===== src/rtl/game_pkg.sv =====
// Shared types and BCD helpers for the round timer and the scoring display.
// Two-digit BCD values are packed {tens, units} in one byte.
package game_pkg;

    localparam int BCD_DIGIT_W = 4;
    localparam int BCD_BYTE_W  = 2 * BCD_DIGIT_W;

    typedef enum logic [2:0] {
        ST_IDLE  = 3'd0,
        ST_COUNT = 3'd1,
        ST_RUN   = 3'd2,
        ST_PAUSE = 3'd3,
        ST_OVER  = 3'd4
    } state_e;

    function automatic logic [BCD_BYTE_W-1:0] to_bcd(input int unsigned v);
        logic [BCD_DIGIT_W-1:0] hi, lo;
        hi = BCD_DIGIT_W'(v / 10);
        lo = BCD_DIGIT_W'(v % 10);
        return {hi, lo};
    endfunction

    // Saturates at 99 so a long run of hits never wraps the score.
    function automatic logic [BCD_BYTE_W-1:0] bcd_inc_sat(input logic [BCD_BYTE_W-1:0] b);
        logic [BCD_DIGIT_W-1:0] hi, lo;
        {hi, lo} = b;
        if (b == 8'h99)   return b;
        else if (lo == 4'd9) return {hi + 4'd1, 4'd0};
        else              return {hi, lo + 4'd1};
    endfunction

    function automatic logic [BCD_BYTE_W-1:0] bcd_dec(input logic [BCD_BYTE_W-1:0] b);
        logic [BCD_DIGIT_W-1:0] hi, lo;
        {hi, lo} = b;
        if (b == 8'h00)      return b;
        else if (lo == 4'd0) return {hi - 4'd1, 4'd9};
        else                 return {hi, lo - 4'd1};
    endfunction

endpackage


===== src/rtl/game_round_timer_if.sv =====
// Button inputs and display/status outputs of the round timer.
// slave is the timer side, master the driver of buttons and consumer of outputs.
interface game_round_timer_if;
    logic       Start;
    logic       Pause;
    logic       Hit;
    logic       Tick_pulse;
    logic [2:0] State;
    logic [7:0] Seconds_bcd;
    logic [7:0] Score_bcd;
    logic       Time_up;

    modport slave  (input  Start, Pause, Hit,
                    output Tick_pulse, State, Seconds_bcd, Score_bcd, Time_up);
    modport master (output Start, Pause, Hit,
                    input  Tick_pulse, State, Seconds_bcd, Score_bcd, Time_up);
endinterface


===== src/rtl/tick_edge_sync.sv =====
// Synchronises an asynchronous slow level and emits a registered one-cycle pulse per rising edge.
// Latency: SYNC_STAGES+1 clock edges from level rise to pulse.
module tick_edge_sync #(
    parameter int SYNC_STAGES = 2
) (
    input  logic Clock,
    input  logic Reset,
    input  logic i_level,
    output logic o_pulse
);

    logic [SYNC_STAGES-1:0] r_sync;
    logic                   r_prev;
    logic                   r_pulse;

    always_ff @(posedge Clock) begin
        if (!Reset) begin
            r_sync  <= '0;
            r_prev  <= 1'b0;
            r_pulse <= 1'b0;
        end else begin
            r_sync  <= {r_sync[SYNC_STAGES-2:0], i_level};
            r_prev  <= r_sync[SYNC_STAGES-1];
            r_pulse <= r_sync[SYNC_STAGES-1] & ~r_prev;
        end
    end

    assign o_pulse = r_pulse;

endmodule


===== src/rtl/game_round_timer.sv =====
// Round timer: tick prescaler to seconds, idle/countdown/run/pause/over FSM, BCD time and score.
// Button edges act two edges after the input rises; GAME_ROUND_TIMER_PAUSE_EN enables the PAUSE state.
module game_round_timer
    import game_pkg::*;
#(
    parameter int SYNC_STAGES       = 2,
    parameter int TICKS_PER_SEC     = 5,
    parameter int GAME_SECONDS      = 60,
    parameter int COUNTDOWN_SECONDS = 3
) (
    input  logic               Clock,
    input  logic               Reset,
    input  logic               Tick_in,
    game_round_timer_if.slave  bus
);

    localparam int PW = (TICKS_PER_SEC > 1) ? $clog2(TICKS_PER_SEC) : 1;
    localparam logic [PW-1:0]         PRESC_MAX = PW'(TICKS_PER_SEC - 1);
    localparam logic [BCD_BYTE_W-1:0] GAME_BCD  = to_bcd(GAME_SECONDS);
    localparam logic [BCD_BYTE_W-1:0] CD_BCD    = to_bcd(COUNTDOWN_SECONDS);

    logic                  w_tick_pulse;
    logic                  r_start_q, r_start_edge;
    logic                  r_hit_q, r_hit_edge;
    logic [PW-1:0]         r_presc;
    state_e                r_state, w_state_nxt;
    logic [BCD_BYTE_W-1:0] r_seconds, w_seconds_nxt;
    logic [BCD_BYTE_W-1:0] r_score, w_score_nxt;
    logic                  r_time_up;
    logic                  w_presc_clr;
    logic                  w_counting;
    logic                  w_sec_strobe;
    logic                  w_final_strobe;

    tick_edge_sync #(.SYNC_STAGES(SYNC_STAGES)) u_tick_sync (
        .Clock   (Clock),
        .Reset   (Reset),
        .i_level (Tick_in),
        .o_pulse (w_tick_pulse)
    );

`ifdef GAME_ROUND_TIMER_PAUSE_EN
    logic r_pause_q, r_pause_edge;
    always_ff @(posedge Clock) begin
        if (!Reset) begin
            r_pause_q    <= 1'b0;
            r_pause_edge <= 1'b0;
        end else begin
            r_pause_q    <= bus.Pause;
            r_pause_edge <= bus.Pause & ~r_pause_q;
        end
    end
`else
    logic w_unused_pause;
    assign w_unused_pause = bus.Pause;
`endif

    always_ff @(posedge Clock) begin
        if (!Reset) begin
            r_start_q    <= 1'b0;
            r_start_edge <= 1'b0;
            r_hit_q      <= 1'b0;
            r_hit_edge   <= 1'b0;
        end else begin
            r_start_q    <= bus.Start;
            r_start_edge <= bus.Start & ~r_start_q;
            r_hit_q      <= bus.Hit;
            r_hit_edge   <= bus.Hit & ~r_hit_q;
        end
    end

    assign w_counting     = (r_state == ST_COUNT) || (r_state == ST_RUN);
    assign w_sec_strobe   = w_counting && w_tick_pulse && (r_presc == PRESC_MAX);
    assign w_final_strobe = w_sec_strobe && (r_seconds == 8'h01);

    // PAUSE<->RUN transitions keep the prescaler so a resumed second is not lengthened.
    always_ff @(posedge Clock) begin
        if (!Reset || w_presc_clr)
            r_presc <= '0;
        else if (w_counting && w_tick_pulse)
            r_presc <= (r_presc == PRESC_MAX) ? '0 : r_presc + PW'(1);
    end

    always_ff @(posedge Clock) begin
        if (!Reset) begin
            r_state   <= ST_IDLE;
            r_seconds <= GAME_BCD;
            r_score   <= '0;
            r_time_up <= 1'b0;
        end else begin
            r_state   <= w_state_nxt;
            r_seconds <= w_seconds_nxt;
            r_score   <= w_score_nxt;
            r_time_up <= (w_state_nxt == ST_OVER);
        end
    end

    always_comb begin
        w_state_nxt   = r_state;
        w_seconds_nxt = r_seconds;
        w_score_nxt   = r_score;
        w_presc_clr   = 1'b0;
        case (r_state)
            ST_IDLE, ST_OVER: begin
                if (r_start_edge) begin
                    w_state_nxt   = ST_COUNT;
                    w_seconds_nxt = CD_BCD;
                    w_score_nxt   = '0;
                    w_presc_clr   = 1'b1;
                end
            end
            ST_COUNT: begin
                if (w_final_strobe) begin
                    w_state_nxt   = ST_RUN;
                    w_seconds_nxt = GAME_BCD;
                    w_presc_clr   = 1'b1;
                end else if (w_sec_strobe) begin
                    w_seconds_nxt = bcd_dec(r_seconds);
                end
            end
            ST_RUN: begin
                if (r_hit_edge)
                    w_score_nxt = bcd_inc_sat(r_score);
                if (w_final_strobe) begin
                    w_state_nxt   = ST_OVER;
                    w_seconds_nxt = 8'h00;
                    w_presc_clr   = 1'b1;
                end else if (w_sec_strobe) begin
                    w_seconds_nxt = bcd_dec(r_seconds);
                end
`ifdef GAME_ROUND_TIMER_PAUSE_EN
                else if (r_pause_edge) begin
                    w_state_nxt = ST_PAUSE;
                end
`endif
            end
            ST_PAUSE: begin
`ifdef GAME_ROUND_TIMER_PAUSE_EN
                if (r_pause_edge)
                    w_state_nxt = ST_RUN;
`endif
            end
            default: begin
                w_state_nxt = ST_IDLE;
                w_presc_clr = 1'b1;
            end
        endcase
    end

    assign bus.Tick_pulse  = w_tick_pulse;
    assign bus.State       = r_state;
    assign bus.Seconds_bcd = r_seconds;
    assign bus.Score_bcd   = r_score;
    assign bus.Time_up     = r_time_up;

endmodule

===== src/flat_wrapper.sv =====
// flat-port wrapper written by rule: the top's interface ports become plain ports
module game_round_timer_flat import game_pkg::*;
#(
    parameter int SYNC_STAGES       = 2,
    parameter int TICKS_PER_SEC     = 5,
    parameter int GAME_SECONDS      = 60,
    parameter int COUNTDOWN_SECONDS = 3
)
  (Clock, Reset, Tick_in, bus_Start, bus_Pause, bus_Hit, bus_Tick_pulse, bus_State, bus_Seconds_bcd, bus_Score_bcd, bus_Time_up);
  game_round_timer_if bus_i ();
  input  logic Clock;
  input  logic Reset;
  input  logic Tick_in;
  input wire logic [$bits(bus_i.Start)-1:0] bus_Start;
  input wire logic [$bits(bus_i.Pause)-1:0] bus_Pause;
  input wire logic [$bits(bus_i.Hit)-1:0] bus_Hit;
  output wire logic [$bits(bus_i.Tick_pulse)-1:0] bus_Tick_pulse;
  output wire logic [$bits(bus_i.State)-1:0] bus_State;
  output wire logic [$bits(bus_i.Seconds_bcd)-1:0] bus_Seconds_bcd;
  output wire logic [$bits(bus_i.Score_bcd)-1:0] bus_Score_bcd;
  output wire logic [$bits(bus_i.Time_up)-1:0] bus_Time_up;
  assign bus_i.Start = bus_Start;
  assign bus_i.Pause = bus_Pause;
  assign bus_i.Hit = bus_Hit;
  assign bus_Tick_pulse = bus_i.Tick_pulse;
  assign bus_State = bus_i.State;
  assign bus_Seconds_bcd = bus_i.Seconds_bcd;
  assign bus_Score_bcd = bus_i.Score_bcd;
  assign bus_Time_up = bus_i.Time_up;
  game_round_timer #(.SYNC_STAGES(SYNC_STAGES), .TICKS_PER_SEC(TICKS_PER_SEC), .GAME_SECONDS(GAME_SECONDS), .COUNTDOWN_SECONDS(COUNTDOWN_SECONDS)) u_core (.Clock(Clock), .Reset(Reset), .Tick_in(Tick_in), .bus(bus_i));
endmodule

===== config.mk =====
export PLATFORM = sky130hd
export DESIGN_NAME = game_round_timer_flat
export DESIGN_NICKNAME = d
export VERILOG_FILES = /design/src/rtl/game_pkg.sv /design/src/rtl/game_round_timer_if.sv /design/src/rtl/tick_edge_sync.sv /design/src/rtl/game_round_timer.sv /design/src/flat_wrapper.sv
export SDC_FILE = /design/constraint.sdc
export NUM_CORES = 1
export LEC_CHECK = 0
export CORE_UTILIZATION = 35
export CTS_CLUSTER_SIZE = 30
export DETAILED_ROUTE_END_ITERATION = 6
export PLACE_DENSITY_LB_ADDON = 0.1
export SLEW_MARGIN = 20
export SYNTH_ARGS = -nofsm -noshare
export SYNTH_HDL_FRONTEND = slang
export SYNTH_SLANG_ARGS = --single-unit

===== constraint.sdc =====
create_clock -name Clock -period 2.7 [get_ports Clock]
set_input_delay 0.675 -clock Clock [delete_from_list [all_inputs] [get_ports Clock]]
set_output_delay 0.675 -clock Clock [all_outputs]
set_load 0.1 [all_outputs]

==> flow_metrics.py, run 1 <==
metrics = {
    "yosys": {
        "synth.yosys.seq_area_share_pct": 37.1,
        "synth_seq_cells": 31,
        "synth_warnings": 0,
        "synthTopCellsByArea": "dfxtp_1 37%, ha_1 5.2%, nor2_1 3.1%",
        "synth_cell_types": 53,
        "synth_top_area_share_pct": 37.1,
        "yosysTopAreaCell": "dfxtp_1",
        "syn_area_sq_um": 1670,
        "synth_edf_count": 0,
        "synthCells": 183,
        "avgSynthCellArea_sq_um": 9.13,
        "synthArstFlopShare_pct": 0,
        "syn-num-nets": 196,
        "ys.flop_type": "dfxtp_1",
    },
    "drt": {
        "drtAntennaViolNets": 0,
        "routed_wl_um": 3740,
        "dr_total_vias": 1449,
        "post_drt_wl_per_cell_um": 14.3,
        "viasPerCell": 5.55,
        "drc": 0,
        "dr.first_iter.drc_count": 93,
        "dr.pass1.iters": 7,
    },
    "setup_path": {
        "worstSetupPathType": "reg2reg",
        "cp_max_fo": 14,
        "critPathLaunchType": "register",
        "reg2reg_setup_slack_ns": 0.69,
        "cp.required_ns": 2.90,
        "cp-end-kind": "register",
        "arrival_ns": 2.21,
    },
    "clock_tree": {
        "post_cts_buffers": 0,
        "cts_tree": "yes",
        "clk_path_buf_depth": 2,
        "numCtsBuffers": 5,
        "cts_sinks": 31,
        "hold_buffers": 0,
        "cts_resized": 0,
        "h-tree-depth": 2,
        "clk_latency_ns": 0.28,
        "cts-root-buf": "clkbuf_8",
        "path_clk_slew_ns": 0.07,
    },
    "sta": {
        "finalSetupViolCount": 0,
        "tightest_slew_ns": 0.589,
        "skew_ns": 0.00565,
        "finalHoldViolations": 0,
        "post-route-min-period_ns": 2.01,
        "slew_headroom_pct": 60.5,
        "fin_crit_sh_pct": 74.5,
        "whs_ns": 0.382,
        "fmax_mhz": 497,
        "fin_tns_setup_ns": 0,
        "grt_setup_unrepaired": "no",
        "report.final.slew_viol_count": 0,
    },
    "flow_run": {
        "cap_violations": 0,
    },
    "global_routing": {
        "gr-usage-all-layers_pct": 16.2,
        "antenna_found_initial": 0,
        "first_global_vias": 1310,
        "overflow": 0,
        "grt_max_degree": 16,
        "grt_pass1_wl_um": 6350,
    },
    "cells_and_area": {
        "layout_commonest_cell": "dfxtp_1",
        "mostFrequentLayoutCells": "31 x dfxtp_1, 22 x buf_4, 14 x nor2_1",
        "fillers": 439,
        "multiInputGateArea_sq_um": 953,
        "num-nets-final": 221,
        "n_antenna_cell": 0,
        "area_delta_synth_final_pct": 19.8,
        "drive_above_1_share_pct": 19.1,
        "seq_area_sq_um": 621,
    },
    "placed_design": {
        "gp_congestion": 0.809,
        "portBuffers": 25,
        "dpl.hpwl_um": 2650,
    },
    "outcome": {
        "status": "complete, no violations",
    },
    "floorplanning": {
        "initial_core_util_pct": 37.4,
        "core_area_sq_um": 4470,
        "die-area_sq_um": 5060,
        "die_y_um": 71.1,
        "die_w_um": 71.1,
        "rows": 24,
        "ios": 27,
    },
    "power": {
        "worst_ir_drop_vdd_uv": 263,
        "p_per_area_nw_per_um2": 542,
        "p_leak_nw": 0.786,
        "total_power_mw": 1.09,
    },
    "worst_hold_path": {
        "hold_class": "reg2reg",
    },
}
## stage by stage
step | instances | setup WS (ns) | utilization (%) | instance area (sq um)
finish | 261 | 0.689 | 44.7 | 2000
global route | 261 | 0.454 | 44.7 | 2000
CTS | 261 | 0.649 | 44.7 | 2000
detailed placement | 253 | 0.466 | 42.2 | 1890
global placement | 253 | 0.463 | 42.2 | 1890
floorplan | 183 | 0.198 | - | 1670
## sequential cells by signal, indices dropped and copies added (netlist names)
| name | cells |
|---|---|
| u_core.bus.Score_bcd | 8 |
| u_core.bus.Seconds_bcd | 8 |
| u_core.bus.State | 3 |
| u_core.bus.Time_up | 1 |
| u_core.r_hit_edge | 1 |
| u_core.r_hit_q | 1 |
| u_core.r_presc | 3 |
| u_core.r_start_edge | 1 |
| u_core.r_start_q | 1 |
| u_core.u_tick_sync.o_pulse | 1 |
| u_core.u_tick_sync.r_prev | 1 |
| u_core.u_tick_sync.r_sync | 2 |
## logic make-up (layout without fill, tap and decap cells)
logic type,count (synthesis),count (layout),synth area share (%)
flops,31,31,37.1
buf+inv,20,46,5.84
xor+xnor,5,5,2.62
fa+ha+maj,8,8,5.84
compound gates,29,29,13.6
mux,4,4,2.40
simple gates,86,86,32.6
## worst max-delay path: stages, from the launching register on
cell and delay (ns):
dfxtp_1 0.63, xor2_1 0.53, and4_1 0.45, a31oi_1 0.15
nor3_1 0.17
## worst paths after layout
kind	startpoint	to	depth (start not counted)
max reg2reg	u_core.bus.State[0]	u_core.bus.Time_up	4
max	u_core.bus.State[0]	u_core.bus.Time_up	4
min	u_core.u_tick_sync.r_prev	u_core.u_tick_sync.o_pulse	1
min reg2reg	u_core.u_tick_sync.r_prev	u_core.u_tick_sync.o_pulse	1
## power breakdown
| group | leakage [nW] | switching, mW | internal (mW) | total (mW) |
|---|---|---|---|---|
| clock network | 0.0581 | 0.182 | 0.274 | 0.456 |
| logic | 0.475 | 0.0991 | 0.0434 | 0.142 |
| registers | 0.252 | 0.0162 | 0.470 | 0.486 |
| total | 0.786 | 0.297 | 0.788 | 1.09 |
## routing by layer
layer | vias to the layer above | global-route usage [%] | wire length (um)
met3 | 6 | 5.13 | 139
met2 | 34 | 23.6 | 1600
met4 | 0 | 5.78 | 42
met1 | 679 | 22.4 | 1960
li1 | 730 | - | -
met5 | - | 0 | 0
## area by class of cell
| class | instances | area share (%) |
|---|---|---|
| flip-flops and latches | 31 | 31.0 |
| multi-input cells | 132 | 47.6 |
| repair buffers | 26 | 10.3 |
| inverters | 12 | 2.25 |
| clock buffers | 5 | 3.44 |
| clock inverters | 3 | 2.19 |
| well taps | 52 | 3.25 |
## Yosys cell counts (all sizes together), types with 4 or more instances
master and number:
nor2b 4, buf 6, ha 7, and3 4
mux2i 4, nand4 6, o21ai 6, or3b 4
dfxtp 31, inv 12, nand2 9, nor2 14
nor3 8, nand3 9, a31oi 4, and2 6
Power figures use the tool's default switching activity.
==> run 2, diff against run 1 <==
==> constraint.sdc (replaced) <==
create_clock -name Clock -period 1.79 [get_ports Clock]
set_input_delay 0.4475 -clock Clock [delete_from_list [all_inputs] [get_ports Clock]]
set_output_delay 0.4475 -clock Clock [all_outputs]
set_load 0.1 [all_outputs]
==> flow_metrics.py, run 2 (same netlist as run 1, synthesis figures left out) <==
metrics = {
    "drt": {
        "viasPerCell": 5.46,
        "post_drt_wl_per_cell_um": 14.3,
        "drc": 0,
        "dr.pass1.iters": 6,
        "dr_total_vias": 1469,
        "routed_wl_um": 3850,
        "drtAntennaViolNets": 0,
        "dr.first_iter.drc_count": 123,
    },
    "clock_tree": {
        "cts_tree": "yes",
        "h-tree-depth": 2,
        "cts-root-buf": "clkbuf_8",
        "clk_latency_ns": 0.28,
        "clk_path_buf_depth": 2,
        "cts_sinks": 31,
        "post_cts_buffers": 0,
        "path_clk_slew_ns": 0.07,
        "numCtsBuffers": 5,
    },
    "setup_path": {
        "arrival_ns": 1.86,
        "cp_max_fo": 5,
        "reg2reg_depth": 6,
        "critPathLaunchType": "register",
        "cp-end-kind": "register",
        "cp.required_ns": 1.96,
        "reg2reg_setup_slack_ns": 0.10,
        "worstSetupPathType": "reg2reg",
    },
    "floorplanning": {
        "ios": 27,
        "initial_core_util_pct": 37.4,
        "core_area_sq_um": 4470,
        "die_w_um": 71.1,
        "die-area_sq_um": 5060,
        "die_y_um": 71.1,
        "rows": 24,
    },
    "cells_and_area": {
        "drive_above_1_share_pct": 33.2,
        "layout_commonest_cell": "buf_12",
        "fin_area_sq_um": 2370,
        "mostFrequentLayoutCells": "21 x buf_12, 14 x nor2_1, 14 x dfxtp_2",
        "area_delta_synth_final_pct": 42.0,
        "num-nets-final": 229,
        "n_antenna_cell": 0,
        "fillers": 406,
        "finalNonFillerCells": 269,
    },
    "sta": {
        "fmax_mhz": 592,
        "whs_ns": 0.377,
        "slew_headroom_pct": 60.1,
        "fin_tns_setup_ns": 0,
        "finalSetupViolCount": 0,
        "tightest_slew_ns": 0.594,
        "post-route-min-period_ns": 1.69,
        "grt_setup_unrepaired": "yes",
        "fin_crit_sh_pct": 94.4,
        "timing.final.ws_setup_ns": 0.101,
        "report.final.slew_viol_count": 0,
        "skew_ns": 0.0103,
        "finalHoldViolations": 0,
    },
    "placed_design": {
        "dpl.hpwl_um": 2760,
        "portBuffers": 25,
        "gp_congestion": 0.842,
        "placed_cell_area_sq_um": 2260,
        "pre_cts_ws_ns": -0.0792,
        "dp_cells": 261,
    },
    "power": {
        "p_per_area_nw_per_um2": 699,
        "worst_ir_drop_vdd_uv": 379,
        "p_leak_nw": 0.901,
    },
    "outcome": {
        "status": "complete, no violations",
    },
    "global_routing": {
        "antenna_found_initial": 0,
        "grt_max_degree": 15,
        "first_global_vias": 1417,
        "grt_pass1_wl_um": 6530,
        "gr-usage-all-layers_pct": 16.4,
        "overflow": 0,
    },
    "flow_run": {
        "cap_violations": 0,
    },
    "worst_hold_path": {
        "whs_path_depth": 1,
        "hold_class": "reg2reg",
    },
}
## run 2: cell types whose count changed in the layout (fill, tap and decap cells not counted), sizes merged
| cell | before | now |
|---|---|---|
| bufinv | 1 | 0 |
| clkbuf | 5 | 7 |
| buf | 22 | 30 |
| clkinv | 2 | 1 |
## run 2: layout make-up
| cell class | instances | area [sq um] | area share, % |
|---|---|---|---|
| sequential | 31 | 661 | 27.8 |
| timing repair buffer | 34 | 528 | 22.2 |
| clock buffer | 7 | 108 | 4.53 |
| multi-input combinational | 132 | 962 | 40.5 |
| clock inverter | 1 | 5.00 | 0.211 |
| tap | 52 | 65.1 | 2.74 |
| inverter | 12 | 45.0 | 1.90 |
## run 2: path summary, 6_finish.rpt
path | endpoint | from
setup reg to reg | u_core.bus.Seconds_bcd[5] | u_core.r_presc[0]
setup / recovery | u_core.bus.Seconds_bcd[5] | u_core.r_presc[0]
hold reg to reg | u_core.u_tick_sync.o_pulse | u_core.u_tick_sync.r_prev
hold / removal | u_core.u_tick_sync.o_pulse | u_core.u_tick_sync.r_prev
## run 2: per-stage QoR
step	util, %	power [mW]
after floorplan	-	0.917
after global placement	50.4	1.01
after detailed placement	50.4	1.01
after CTS	53.0	1.67
after global routing	53.0	1.73
final	53.0	1.66
## run 2: power by group
group | internal (mW) | switching [mW] | leakage, nW
Sequential | 0.706 | 0.0313 | 0.262
Combinational | 0.104 | 0.153 | 0.580
Clock | 0.394 | 0.270 | 0.0594
## run 2: critical path: stages, from the launching register on
cell      delay (ns)
dfxtp_1         0.34
inv_1           0.07
ha_1            0.21
nand4b_1        0.29
o41a_1          0.49
nand3_1         0.10
o221ai_2        0.08
## run 2: layer usage
| metal | track usage [%] | share of wire (%) |
|---|---|---|
| met1 | 20.9 | 47 |
| met2 | 26.3 | 49 |
| met3 | 5.56 | 3.9 |
| met4 | 4.67 | 0.34 |
| met5 | 0 | 0 |
## run 2: what timing repair did
item | in CTS | in global routing
hold buffers | 0 | 0
endpoints found under the setup margin | 0 | 9
resized for setup | 0 | 3
==> run 3, diff against run 2 <==
--- a/config.mk
+++ b/config.mk
@@ -9,6 +9,7 @@
 export CTS_CLUSTER_SIZE = 30
 export DETAILED_ROUTE_END_ITERATION = 6
 export PLACE_DENSITY_LB_ADDON = 0.1
+export SKIP_CTS_REPAIR_TIMING = 1
 export SLEW_MARGIN = 20
 export SYNTH_ARGS = -nofsm -noshare
 export SYNTH_HDL_FRONTEND = slang
==> results of run 3 <==
No change in the layout: final DEF, timing and power equal those of run 2.
